<file path="config.mk">
export PLATFORM = sky130hd
export DESIGN_NAME = mem_stage_flat
export DESIGN_NICKNAME = d
export VERILOG_FILES = /design/src/rtl/mem_stage_if.sv /design/src/rtl/mem_stage.sv /design/src/flat_wrapper.sv
export SDC_FILE = /design/constraint.sdc
export NUM_CORES = 1
export LEC_CHECK = 0
export ABC_CLOCK_PERIOD_IN_PS = 11500
export CAP_MARGIN = 0
export CORE_AREA = 2 2 159 161
export DETAILED_ROUTE_END_ITERATION = 8
export DIE_AREA = 0 0 161 163
export DONT_BUFFER_PORTS = 1
export PLACE_DENSITY_LB_ADDON = 0.12
export RECOVER_POWER = 100
export SLEW_MARGIN = 20
export SYNTH_ARGS = -nofsm -noshare
export SYNTH_HDL_FRONTEND = slang
export SYNTH_SLANG_ARGS = --single-unit
</file>
<file path="constraint.sdc">
create_clock -name clk -period 11.5 [get_ports clk]
set_clock_uncertainty 0.1 [all_clocks]
set_input_delay 2.3 -clock clk [delete_from_list [all_inputs] [get_ports clk]]
set_output_delay 2.3 -clock clk [all_outputs]
set_load 0.03 [all_outputs]
</file>
<file path="src/rtl/mem_stage_if.sv">
`default_nettype none
// ============================================================================
//  Module      : mem_stage_if
//  Description : Pipeline handshake and payload signals around the MEM stage:
//                EX->MEM bus, data-SRAM read return, MEM->WB bus and the
//                MEM->ID forward bus.
//                  master : environment (EX, SRAM, WB, ID side)
//                  slave  : the MEM stage itself
//                Ports (signal / driven by master or slave):
//                  ws_allowin        master  WB can accept this cycle
//                  es_to_ms_valid    master  EX bus valid
//                  es_to_ms_bus      master  EX payload
//                  data_sram_rdata   master  SRAM read data
//                  ms_allowin        slave   MEM can accept from EX
//                  ms_to_ws_valid    slave   MEM bus valid to WB
//                  ms_to_ws_bus      slave   payload to WB
//                  ms_to_ds_fwd_bus  slave   bypass to ID
//  Revision    : 1.0 - initial release
// ============================================================================
interface mem_stage_if #(
    parameter int ES_TO_MS_BUS_WD = 138,
    parameter int MS_TO_WS_BUS_WD = 134,
    parameter int MS_FWD_BUS_WD   = 70
);
    logic                       ws_allowin;
    logic                       ms_allowin;
    logic                       es_to_ms_valid;
    logic [ES_TO_MS_BUS_WD-1:0] es_to_ms_bus;
    logic [63:0]                data_sram_rdata;
    logic                       ms_to_ws_valid;
    logic [MS_TO_WS_BUS_WD-1:0] ms_to_ws_bus;
    logic [MS_FWD_BUS_WD-1:0]   ms_to_ds_fwd_bus;

    modport master (
        output ws_allowin,
        output es_to_ms_valid,
        output es_to_ms_bus,
        output data_sram_rdata,
        input  ms_allowin,
        input  ms_to_ws_valid,
        input  ms_to_ws_bus,
        input  ms_to_ds_fwd_bus
    );

    modport slave (
        input  ws_allowin,
        input  es_to_ms_valid,
        input  es_to_ms_bus,
        input  data_sram_rdata,
        output ms_allowin,
        output ms_to_ws_valid,
        output ms_to_ws_bus,
        output ms_to_ds_fwd_bus
    );
endinterface
`default_nettype wire

</file>
<file path="src/rtl/mem_stage.sv">
`default_nettype none
// ============================================================================
//  Module      : mem_stage
//  Description : MEM pipeline stage of the 64-bit 5-stage core. Registers the
//                EX result bus and, for loads, selects/aligns/extends the
//                64-bit synchronous data-SRAM word. The SRAM word is only
//                present in the first MEM cycle, so it is captured in a
//                buffer when WB stalls the stage.
//                Ports:
//                  clk    in   clock, rising edge
//                  reset  in   asynchronous, active-high
//                  pipe   if   mem_stage_if.slave (handshake + buses)
//  Revision    : 1.0 - initial release
// ============================================================================
module mem_stage (
    input  logic        clk,
    input  logic        reset,
    mem_stage_if.slave  pipe
);
    localparam int       c_ES_WD = 138;
    localparam logic [2:0] c_LD_LB  = 3'b000;
    localparam logic [2:0] c_LD_LH  = 3'b001;
    localparam logic [2:0] c_LD_LW  = 3'b010;
    localparam logic [2:0] c_LD_LD  = 3'b011;
    localparam logic [2:0] c_LD_LBU = 3'b100;
    localparam logic [2:0] c_LD_LHU = 3'b101;
    localparam logic [2:0] c_LD_LWU = 3'b110;

    logic              r_ms_valid;
    logic [c_ES_WD-1:0] r_es_bus;
    logic              r_ms_first;
    logic              r_rbuf_valid;
    logic [63:0]       r_rbuf;

    logic              w_ms_allowin;
    logic              w_accept;
    logic              w_res_from_mem;
    logic [2:0]        w_ld_type;
    logic              w_rf_we;
    logic [4:0]        w_rf_dest;
    logic [63:0]       w_alu_result;
    logic [63:0]       w_pc;
    logic [63:0]       w_rd;
    logic [63:0]       w_sh;
    logic [63:0]       w_load_data;
    logic [63:0]       w_result;

    assign w_res_from_mem = r_es_bus[137];
    assign w_ld_type      = r_es_bus[136:134];
    assign w_rf_we        = r_es_bus[133];
    assign w_rf_dest      = r_es_bus[132:128];
    assign w_alu_result   = r_es_bus[127:64];
    assign w_pc           = r_es_bus[63:0];

    // MEM never needs extra cycles, so it frees up whenever it is empty or WB takes its content.
    assign w_ms_allowin = !r_ms_valid | pipe.ws_allowin;
    assign w_accept     = w_ms_allowin & pipe.es_to_ms_valid;

    always_ff @(posedge clk or posedge reset) begin
        if (reset) begin
            r_ms_valid   <= 1'b0;
            r_es_bus     <= '0;
            r_ms_first   <= 1'b0;
            r_rbuf_valid <= 1'b0;
            r_rbuf       <= '0;
        end else begin
            if (w_ms_allowin) begin
                r_ms_valid <= pipe.es_to_ms_valid;
            end
            // A bubble leaves the old payload in place; only valid is cleared.
            if (w_accept) begin
                r_es_bus <= pipe.es_to_ms_bus;
            end
            r_ms_first <= w_accept;
            // The SRAM word disappears after the first cycle: keep it if the load cannot leave now.
            // While this fires the stage is stalled, so w_accept cannot fire at the same edge.
            if (r_ms_first & r_ms_valid & w_res_from_mem & !pipe.ws_allowin) begin
                r_rbuf       <= pipe.data_sram_rdata;
                r_rbuf_valid <= 1'b1;
            end else if (w_accept | (r_ms_valid & pipe.ws_allowin)) begin
                r_rbuf_valid <= 1'b0;
            end
        end
    end

    // Live SRAM data in the first cycle, buffered copy on later stall cycles.
    assign w_rd = (r_ms_first | !r_rbuf_valid) ? pipe.data_sram_rdata : r_rbuf;
    assign w_sh = w_rd >> {w_alu_result[2:0], 3'b000};

    always_comb begin
        w_load_data = w_sh;
        case (w_ld_type)
            c_LD_LB:  w_load_data = {{56{w_sh[7]}},  w_sh[7:0]};
            c_LD_LH:  w_load_data = {{48{w_sh[15]}}, w_sh[15:0]};
            c_LD_LW:  w_load_data = {{32{w_sh[31]}}, w_sh[31:0]};
            c_LD_LD:  w_load_data = w_sh;
            c_LD_LBU: w_load_data = {56'd0, w_sh[7:0]};
            c_LD_LHU: w_load_data = {48'd0, w_sh[15:0]};
            c_LD_LWU: w_load_data = {32'd0, w_sh[31:0]};
            default:  w_load_data = w_sh;
        endcase
    end

    assign w_result = w_res_from_mem ? w_load_data : w_alu_result;

    assign pipe.ms_allowin       = w_ms_allowin;
    assign pipe.ms_to_ws_valid   = r_ms_valid;
    assign pipe.ms_to_ws_bus     = {w_rf_we, w_rf_dest, w_result, w_pc};
    // x0 destinations are still reported; ID discards them.
    assign pipe.ms_to_ds_fwd_bus = {r_ms_valid & w_rf_we, w_rf_dest, w_result};
endmodule
`default_nettype wire
</file>
<file path="src/flat_wrapper.sv">
// flat-port wrapper written by rule: the top's interface ports become plain ports
module mem_stage_flat 
  (clk, reset, pipe_ws_allowin, pipe_es_to_ms_valid, pipe_es_to_ms_bus, pipe_data_sram_rdata, pipe_ms_allowin, pipe_ms_to_ws_valid, pipe_ms_to_ws_bus, pipe_ms_to_ds_fwd_bus);
  mem_stage_if pipe_i ();
  input  logic clk;
  input  logic reset;
  input wire logic [$bits(pipe_i.ws_allowin)-1:0] pipe_ws_allowin;
  input wire logic [$bits(pipe_i.es_to_ms_valid)-1:0] pipe_es_to_ms_valid;
  input wire logic [$bits(pipe_i.es_to_ms_bus)-1:0] pipe_es_to_ms_bus;
  input wire logic [$bits(pipe_i.data_sram_rdata)-1:0] pipe_data_sram_rdata;
  output wire logic [$bits(pipe_i.ms_allowin)-1:0] pipe_ms_allowin;
  output wire logic [$bits(pipe_i.ms_to_ws_valid)-1:0] pipe_ms_to_ws_valid;
  output wire logic [$bits(pipe_i.ms_to_ws_bus)-1:0] pipe_ms_to_ws_bus;
  output wire logic [$bits(pipe_i.ms_to_ds_fwd_bus)-1:0] pipe_ms_to_ds_fwd_bus;
  assign pipe_i.ws_allowin = pipe_ws_allowin;
  assign pipe_i.es_to_ms_valid = pipe_es_to_ms_valid;
  assign pipe_i.es_to_ms_bus = pipe_es_to_ms_bus;
  assign pipe_i.data_sram_rdata = pipe_data_sram_rdata;
  assign pipe_ms_allowin = pipe_i.ms_allowin;
  assign pipe_ms_to_ws_valid = pipe_i.ms_to_ws_valid;
  assign pipe_ms_to_ws_bus = pipe_i.ms_to_ws_bus;
  assign pipe_ms_to_ds_fwd_bus = pipe_i.ms_to_ds_fwd_bus;
  mem_stage u_core (.clk(clk), .reset(reset), .pipe(pipe_i));
endmodule
</file>
# After elaboration in Yosys (flattened, before gate mapping)

Cells that the tools add are included.
Widths: inputs -> output; s select.

Flip-flop bits (word level): 205
Input bits: 206
Output and inout port bits: 206
Word-level logic and storage cells: 30

Equality and inequality tests: 5
Shift operators: 1
Mux-type cells: 5
Bitwise operators: 9
Reductions and logical operators: 5

Operators with widths:

| operator           | count |
|---|---|
| $pmux 64 s6        | 1 |
| $mux 64            | 2 |
| $shr 64x6->64      | 1 |
| $eq 3x3->1 const B | 3 |
| $and 1x1->1        | 6 |
| $eq 3x1->1 const B | 1 |
| $eq 3x2->1 const B | 1 |
| $logic_not 1->1    | 3 |
| $logic_not 3->1    | 1 |
| $or 1x1->1         | 3 |
| $mux 1             | 2 |
| $reduce_bool 2->1  | 1 |

# Longest topological paths before layout

Gate-level depths: netlist (run 1).

Depth in word-level cells: 6
Gate-level depth with buffers: 11
Depth with buffers taken out: 6

# Worst setup path before layout (run 1)

OpenSTA, ideal clock, no wires.

Kind: input -> output
Start point: in pipe_data_sram_rdata[31]
End point: out pipe_ms_to_ws_bus[107]
Arrival time: 4.339 ns
Setup slack: 4.761 ns
Cell stages on the path: 7
Path buffers: 2
Path through: mux4_2 > a32oi_1 > a211oi_2 > nor3_4 > buf_2 > a31oi_1 > buf_4

Word-level cells in the longest chain between the ends: 4

Ends and longest elaborated chain:

| element       | line               | RTL |
|---|---|---|
| from (decl)   | flat_wrapper.sv:10 | `input wire logic [$bits(pipe_i.data_sram_rdata)-1:0] pipe_data_sram_rdata;` |
| $mux 64       | mem_stage.sv:87    | `assign w_rd = (r_ms_first \| !r_rbuf_valid) ? pipe.data_sram_rdata : r_rbuf;` |
| $shr 64x6->64 | mem_stage.sv:88    | `assign w_sh = w_rd >> {w_alu_result[2:0], 3'b000};` |
| $pmux 64 s6   | mem_stage.sv:92    | `case (w_ld_type)` |
| $mux 64       | mem_stage.sv:104   | `assign w_result = w_res_from_mem ? w_load_data : w_alu_result;` |
| to (decl)     | flat_wrapper.sv:13 | `output wire logic [$bits(pipe_i.ms_to_ws_bus)-1:0] pipe_ms_to_ws_bus;` |

No other way between the ends.

# Worst setup path after layout (run 1)

Start point: in pipe_data_sram_rdata[47]
End point: out pipe_ms_to_ws_bus[109]

Same word-level chain as after synthesis.

==> impl_metrics.json, run 1 <==
{
  "status": "finished, violations left",
  "violations": "max-capacitance violations, max-slew violations",
  "hold_viol": 0,
  "wl_met3_um": 3230,
  "seq_area_frac_synth_pct": 42.3,
  "rr_worst_depth": 4,
  "root_buffer": "clkbuf_16",
  "initial_core_util_pct": 49.1,
  "async_flop_share_pct": 100,
  "cts_setup_buffers": 0,
  "final_cell_mix": "mux2_2 (208), dfrtp_1 (204), nand2_1 (70), mux2i_1 (66), nor2_1 (61)",
  "io_buffers": 0,
  "cts-hold-fix-buffers": 0,
  "vias": 7633,
  "first_pass_iters": 5,
  "core_area_um2": 24700,
  "ant_nets": 0,
  "die_area_um2": 26200,
  "startpoint": "pipe_data_sram_rdata[47]",
  "rr_startpoint": "u_core.pipe.ms_to_ws_valid$_DFFE_PP0N_",
  "drt_wl_total_um": 35200,
  "htreeDepth": 1,
  "final_nets": 1095,
  "antenna_found_initial": 4,
  "grt_pass1_vias": 7914,
  "maxUsedRoutingLayer": "met5",
  "place_area_um2": 11600,
  "ys.flop_type": "dfrtp_1",
  "numCtsBuffers": 23,
  "tightest_slew_ns": 6.21,
  "cts_tree": "built",
  "syn_avg_cell_area_um2": 11.5,
  "worstPathCellList": "mux4_2 > o32ai_2 > nor4_1 > nor3_4 > clkbuf_1 > a31oi_1",
  "crit_end": "pipe_ms_to_ws_bus[109]",
  "rsz0062_at_grt": "false",
  "synth_edf_count": 0,
  "die_h_um": 163,
  "synth_nets": 1258,
  "grtUsageTotal_pct": 26.0,
  "netlist-cell-type-count": 54,
  "gp_congestion": 0.893,
  "setup_violations": 0,
  "cp_slowest_cell": "a31oi_1",
  "ys_warn_count": 0,
  "via_per_inst": 6.19,
  "drc_errors": 0,
  "hp-class": "reg -> reg",
  "fin_area_um2": 12000,
  "fmax_ghz": 0.121,
  "wl_met2_um": 17300,
  "grt_pass1_wl_um": 51000,
  "clk_pin_slew_ns": 0.06,
  "wire_per_inst_um": 28.6,
  "ir_worst_vdd_v": 0.000142,
  "drt-initial-drc-count": 439,
  "clockBufferDepth": 3,
  "startpoint_type": "input port",
  "post_cts_resized": 0,
  "area_growth_pct": -0.640,
  "fin_crit_ns": 8.27,
  "ys_ff_latch": 205,
  "cp.required_ns": 9.10,
  "crit_type": "in -> out",
  "drive_gt1_share_pct": 33.4,
  "overflow": 0,
  "grt_start_max_net_pins": 139,
  "powerDensity_nw_per_um2": 220,
  "slew_headroom_pct": -316,
  "drv_cap": 17,
  "dp_hpwl_um": 26600,
  "netlist_instances": 1052,
  "endpoint_kind": "primary output",
  "die_x_um": 161,
  "max_stage_delay_ns": 1.40,
  "crit_fanout": 26,
  "tns_ns": 0,
  "wl_met1_um": 13400,
  "post-route-period-util_pct": 71.9,
  "p_leak_nw": 5.14,
  "cp.arrival_ns": 5.87,
  "timing.rr.end": "u_core.r_es_bus[107]$_DFFE_PP0P_",
  "io_pins": 412,
  "num_rows": 58,
  "worstSkewPairLatency_ns": 0.51,
  "slew_violations": 296,
  "final_common_cell": "mux2_2",
  "cts_sinks": 205,
  "synth.cell_area_um2": 12100,
  "r2r_slack_ns": 5.73
}
==> cell usage after synthesis (2+ instances only) <==
library cell | n | share of area (%)
a211o_1 | 2 | 0.14
a211oi_1 | 2 | 0.12
a21oi_1 | 28 | 1.2
a22oi_1 | 4 | 0.25
a2bb2oi_1 | 3 | 0.22
a311o_1 | 4 | 0.33
a31o_2 | 5 | 0.36
a31oi_1 | 35 | 1.8
a32o_1 | 2 | 0.17
and2_1 | 4 | 0.21
and3_1 | 2 | 0.10
and3b_1 | 2 | 0.14
buf_1 | 10 | 0.31
buf_2 | 10 | 0.41
buf_4 | 142 | 8.8
buf_6 | 2 | 0.19
clkbuf_1 | 48 | 1.5
clkinv_1 | 2 | 0.062
dfrtp_1 | 205 | 42
inv_1 | 12 | 0.37
mux2_2 | 213 | 20
mux2i_1 | 66 | 5.5
mux4_2 | 34 | 6.3
nand2_1 | 70 | 2.2
nand2b_1 | 8 | 0.41
nand3_1 | 3 | 0.12
nand3b_1 | 2 | 0.12
nor2_1 | 61 | 1.9
nor2b_1 | 2 | 0.10
o211ai_1 | 4 | 0.25
o21ai_0 | 18 | 0.74
o221ai_1 | 7 | 0.51
o22a_1 | 5 | 0.36
o22ai_1 | 4 | 0.21
o2bb2ai_1 | 5 | 0.36
o32a_1 | 8 | 0.66
==> through the flow <==
step / setup slack (ns) / hold slack (ns) / power (W) / instances / utilization, %
after floorplan: 3.50 / 0.372 / 0.00189 / 1052 / -
after global placement: 4.49 / 0.384 / 0.00194 / 1194 / 46.9
after detailed placement: 4.42 / 0.389 / 0.00197 / 1194 / 47.0
after CTS: 4.44 / 0.403 / 0.00270 / 1233 / 50.0
after global routing: 3.02 / 0.417 / 0.00276 / 1233 / 48.8
final: 3.23 / 0.400 / 0.00265 / 1234 / 48.8
==> where the power goes <==
group          switching, W  leakage, nW  internal [W]
combinational      0.000588         2.34      0.000277
clock              0.000292        0.369      0.000437
sequential         0.000185         2.43      0.000871
total               0.00106         5.14       0.00158
==> layout make-up <==
class	instances	area, um2
flip-flops and latches	205	5130
fillers	2257	12600
clock buffers	30	642
multi-input cells	621	5560
well taps	330	413
inverters	14	53.8
clock inverters	9	105
diodes	1	2.50
repair buffers	24	131
==> logic make-up after synthesis <==
kind of cell	count (synthesis)	share of synthesized area, %
flip-flops	205	42.3
buffers and inverters	226	11.6
AND/OR/NAND/NOR	160	5.81
AO/OA/AOI/OAI	148	8.68
multiplexers	313	31.6
==> routing by layer <==
layer / up-vias / GRT usage, %
li1: 3332 / -
met1: 3854 / 31.9
met2: 382 / 44.1
met3: 59 / 7.56
met4: 6 / 9.05
met5: - / 0
==> worst max-delay path: cells and delay by family <==
| kind | cells | cell delay, ns |
|---|---|---|
| AOI/OAI and AO/OA | 2 | 1.51 |
| buffers and inverters | 1 | 0.56 |
| muxes | 1 | 0.28 |
| and+or+nand+nor | 2 | 1.19 |
==> flip-flops by register name, indices dropped and copies added, names as in the netlist <==
name	flops
u_core.r_es_bus	138
u_core.pipe.ms_to_ws_valid	1
u_core.r_ms_first	1
u_core.r_rbuf_valid	1
u_core.r_rbuf	64
==> how the worst min path moves through the flow <==
stage / startpoint / end / cells after the start
finish: u_core.r_rbuf[55]$_DFFE_PP0P_ / u_core.r_rbuf[55]$_DFFE_PP0P_ / 1
global route: u_core.r_rbuf[10]$_DFFE_PP0P_ / u_core.r_rbuf[10]$_DFFE_PP0P_ / 1
CTS: u_core.r_rbuf[55]$_DFFE_PP0P_ / u_core.r_rbuf[55]$_DFFE_PP0P_ / 1
detailed placement: u_core.r_rbuf[55]$_DFFE_PP0P_ / u_core.r_rbuf[55]$_DFFE_PP0P_ / 1
global placement: u_core.r_rbuf[55]$_DFFE_PP0P_ / u_core.r_rbuf[55]$_DFFE_PP0P_ / 1
floorplan: u_core.r_rbuf[15]$_DFFE_PP0P_ / u_core.r_rbuf[15]$_DFFE_PP0P_ / 1
No activity file was read; power rests on OpenSTA's default activity.
==> run 2: changes to the inputs <==
--- a/config.mk
+++ b/config.mk
@@ -5,11 +5,11 @@
 export SDC_FILE = /design/constraint.sdc
 export NUM_CORES = 1
 export LEC_CHECK = 0
-export ABC_CLOCK_PERIOD_IN_PS = 11500
+export ABC_CLOCK_PERIOD_IN_PS = 7500
 export CAP_MARGIN = 0
-export CORE_AREA = 2 2 159 161
+export CORE_AREA = 2 2 161 163
 export DETAILED_ROUTE_END_ITERATION = 8
-export DIE_AREA = 0 0 161 163
+export DIE_AREA = 0 0 163 165
 export DONT_BUFFER_PORTS = 1
 export PLACE_DENSITY_LB_ADDON = 0.12
 export RECOVER_POWER = 100
==> constraint.sdc (replaced) <==
create_clock -name clk -period 7.5 [get_ports clk]
set_clock_uncertainty 0.1 [all_clocks]
set_input_delay 1.5 -clock clk [delete_from_list [all_inputs] [get_ports clk]]
set_output_delay 1.5 -clock clk [all_outputs]
set_load 0.03 [all_outputs]
==> run 2 against run 1 <==
The run still ends with max-capacitance violations, max-slew violations left; total power increased by 58%; sequential power increased by 54%; clock power increased by 65%; clock-buffer cell count increased by 1; combinational power increased by 57%; critical path depth increased by 1; die area increased by 2.5%; worst setup slack got worse by 2.2 ns; critical endpoint is now pipe_ms_to_ws_bus[105].
==> impl_metrics.json, run 2 (synthesized netlist as in run 1, its figures left out) <==
{
  "post_cts_resized": 0,
  "crit_fanout": 19,
  "grt_pass1_wl_um": 52100,
  "path_delay_family": "simple AND/OR/NAND/NOR gates",
  "num_rows": 58,
  "powerDensity_nw_per_um2": 340,
  "hold_viol": 0,
  "htreeDepth": 1,
  "cts_tree": "built",
  "final_nets": 1093,
  "clk_pin_slew_ns": 0.06,
  "gp_congestion": 0.918,
  "cts_sinks": 205,
  "grtUsageTotal_pct": 26.2,
  "largest_reg_flops": 138,
  "initial_core_util_pct": 48.4,
  "drive_gt1_share_pct": 37.4,
  "vias": 7532,
  "cp_slowest_cell": "nor4_1",
  "dp_hpwl_um": 27400,
  "cts-hold-fix-buffers": 0,
  "violations": "max-capacitance violations, max-slew violations",
  "fmax_ghz": 0.154,
  "endpoint_kind": "primary output",
  "final_cell_mix": "mux2_2 (209), dfrtp_1 (204), nand2_1 (70), mux2i_1 (66), nor2_1 (61)",
  "worstPathCellList": "nand2b_1 > a2111o_1 > o211ai_1 > nor4_1 > nor3_2 > buf_4 > a31oi_2",
  "drv_cap": 8,
  "io_pins": 412,
  "drt_wl_total_um": 35900,
  "final_common_cell": "mux2_2",
  "die_area_um2": 26900,
  "slew_headroom_pct": -143,
  "root_buffer": "clkbuf_16",
  "ant_nets": 0,
  "antenna_found_initial": 0,
  "tightest_slew_ns": 3.64,
  "tns_ns": 0,
  "numCtsBuffers": 23,
  "n_fill_cell": 2302,
  "ir_worst_vdd_v": 0.000207,
  "top_regs": "u_core.r_es_bus (138), u_core.r_rbuf (64)",
  "cts_setup_buffers": 0,
  "post-route-period-util_pct": 86.9,
  "fin_crit_ns": 6.51,
  "grt_pass1_vias": 8047,
  "worstSkewPairLatency_ns": 0.50,
  "slew_violations": 242,
  "first_pass_iters": 5,
  "regMostFlops": "u_core.r_es_bus",
  "max_stage_delay_ns": 1.07,
  "cp.required_ns": 5.90,
  "io_buffers": 0,
  "area_growth_pct": 1.51,
  "n_antenna_cell": 0,
  "drt-initial-drc-count": 364,
  "wire_per_inst_um": 29.1,
  "die_h_um": 165,
  "path_buf_inv": 1,
  "rsz0062_at_grt": "false",
  "status": "finished, violations left",
  "die_x_um": 163,
  "via_per_inst": 6.11,
  "grt_start_max_net_pins": 141,
  "clockBufferDepth": 3,
  "startpoint_type": "register",
  "cp.arrival_ns": 4.91,
  "hp-class": "reg -> reg",
  "setup_violations": 0,
  "drc_errors": 0,
  "crit_type": "reg -> out",
  "overflow": 0,
  "power.total_w": 0.00418,
  "multi_input_area_um2": 5750,
  "p_leak_nw": 5.19,
  "layout.area.seq_um2": 5130,
  "core_area_um2": 25000
}
run 2: layout make-up:
cell class,count,area share (%)
Sequential cell,205,41.7
Multi-Input combinational cell,621,46.7
Inverter,14,0.488
Tap cell,330,3.36
Clock buffer,31,5.25
Clock inverter,10,1.30
Timing Repair Buffer,22,1.14
run 2: path summary, 6_finish.rpt:
path	from	endpoint	slack, ns	cells after the start
setup reg to reg	u_core.pipe.ms_to_ws_valid$_DFFE_PP0N_	u_core.r_es_bus[113]$_DFFE_PP0P_	2.05	4
setup / recovery	u_core.r_es_bus[65]$_DFFE_PP0P_	pipe_ms_to_ws_bus[105]	0.99	7
hold reg to reg	u_core.r_rbuf[52]$_DFFE_PP0P_	u_core.r_rbuf[52]$_DFFE_PP0P_	0.40	1
hold / removal	u_core.r_rbuf[52]$_DFFE_PP0P_	u_core.r_rbuf[52]$_DFFE_PP0P_	0.40	1
max in group asynchronous	reset	u_core.r_es_bus[137]$_DFFE_PP0P_	4.72	2
min in group asynchronous	reset	u_core.r_es_bus[8]$_DFFE_PP0P_	0.96	1
run 2: routing by layer:
metal	part of all wire [%]	track usage [%]	up-vias
met5	0	0	-
met4	1.8	5.95	0
met3	6.8	5.52	39
met2	51	46.6	342
met1	40	32.8	3825
li1	-	-	3326
run 2: per-stage QoR:
step	util, %	hold WS (ns)	instances	cell area (um2)	setup slack [ns]
after detailed placement	46.3	0.391	1192	11600	1.70
after CTS	49.6	0.405	1233	12400	1.57
after global routing	49.1	0.411	1233	12300	0.712
final	49.1	0.405	1233	12300	0.986
after floorplan	-	0.372	1052	12100	0.304
after global placement	46.3	0.385	1192	11600	1.76
run 2: power by group:
part / internal (W) / switching, W
Combinational: 0.000445 / 0.000915
Clock: 0.000742 / 0.000455
Sequential: 0.00133 / 0.000291
Total: 0.00252 / 0.00166
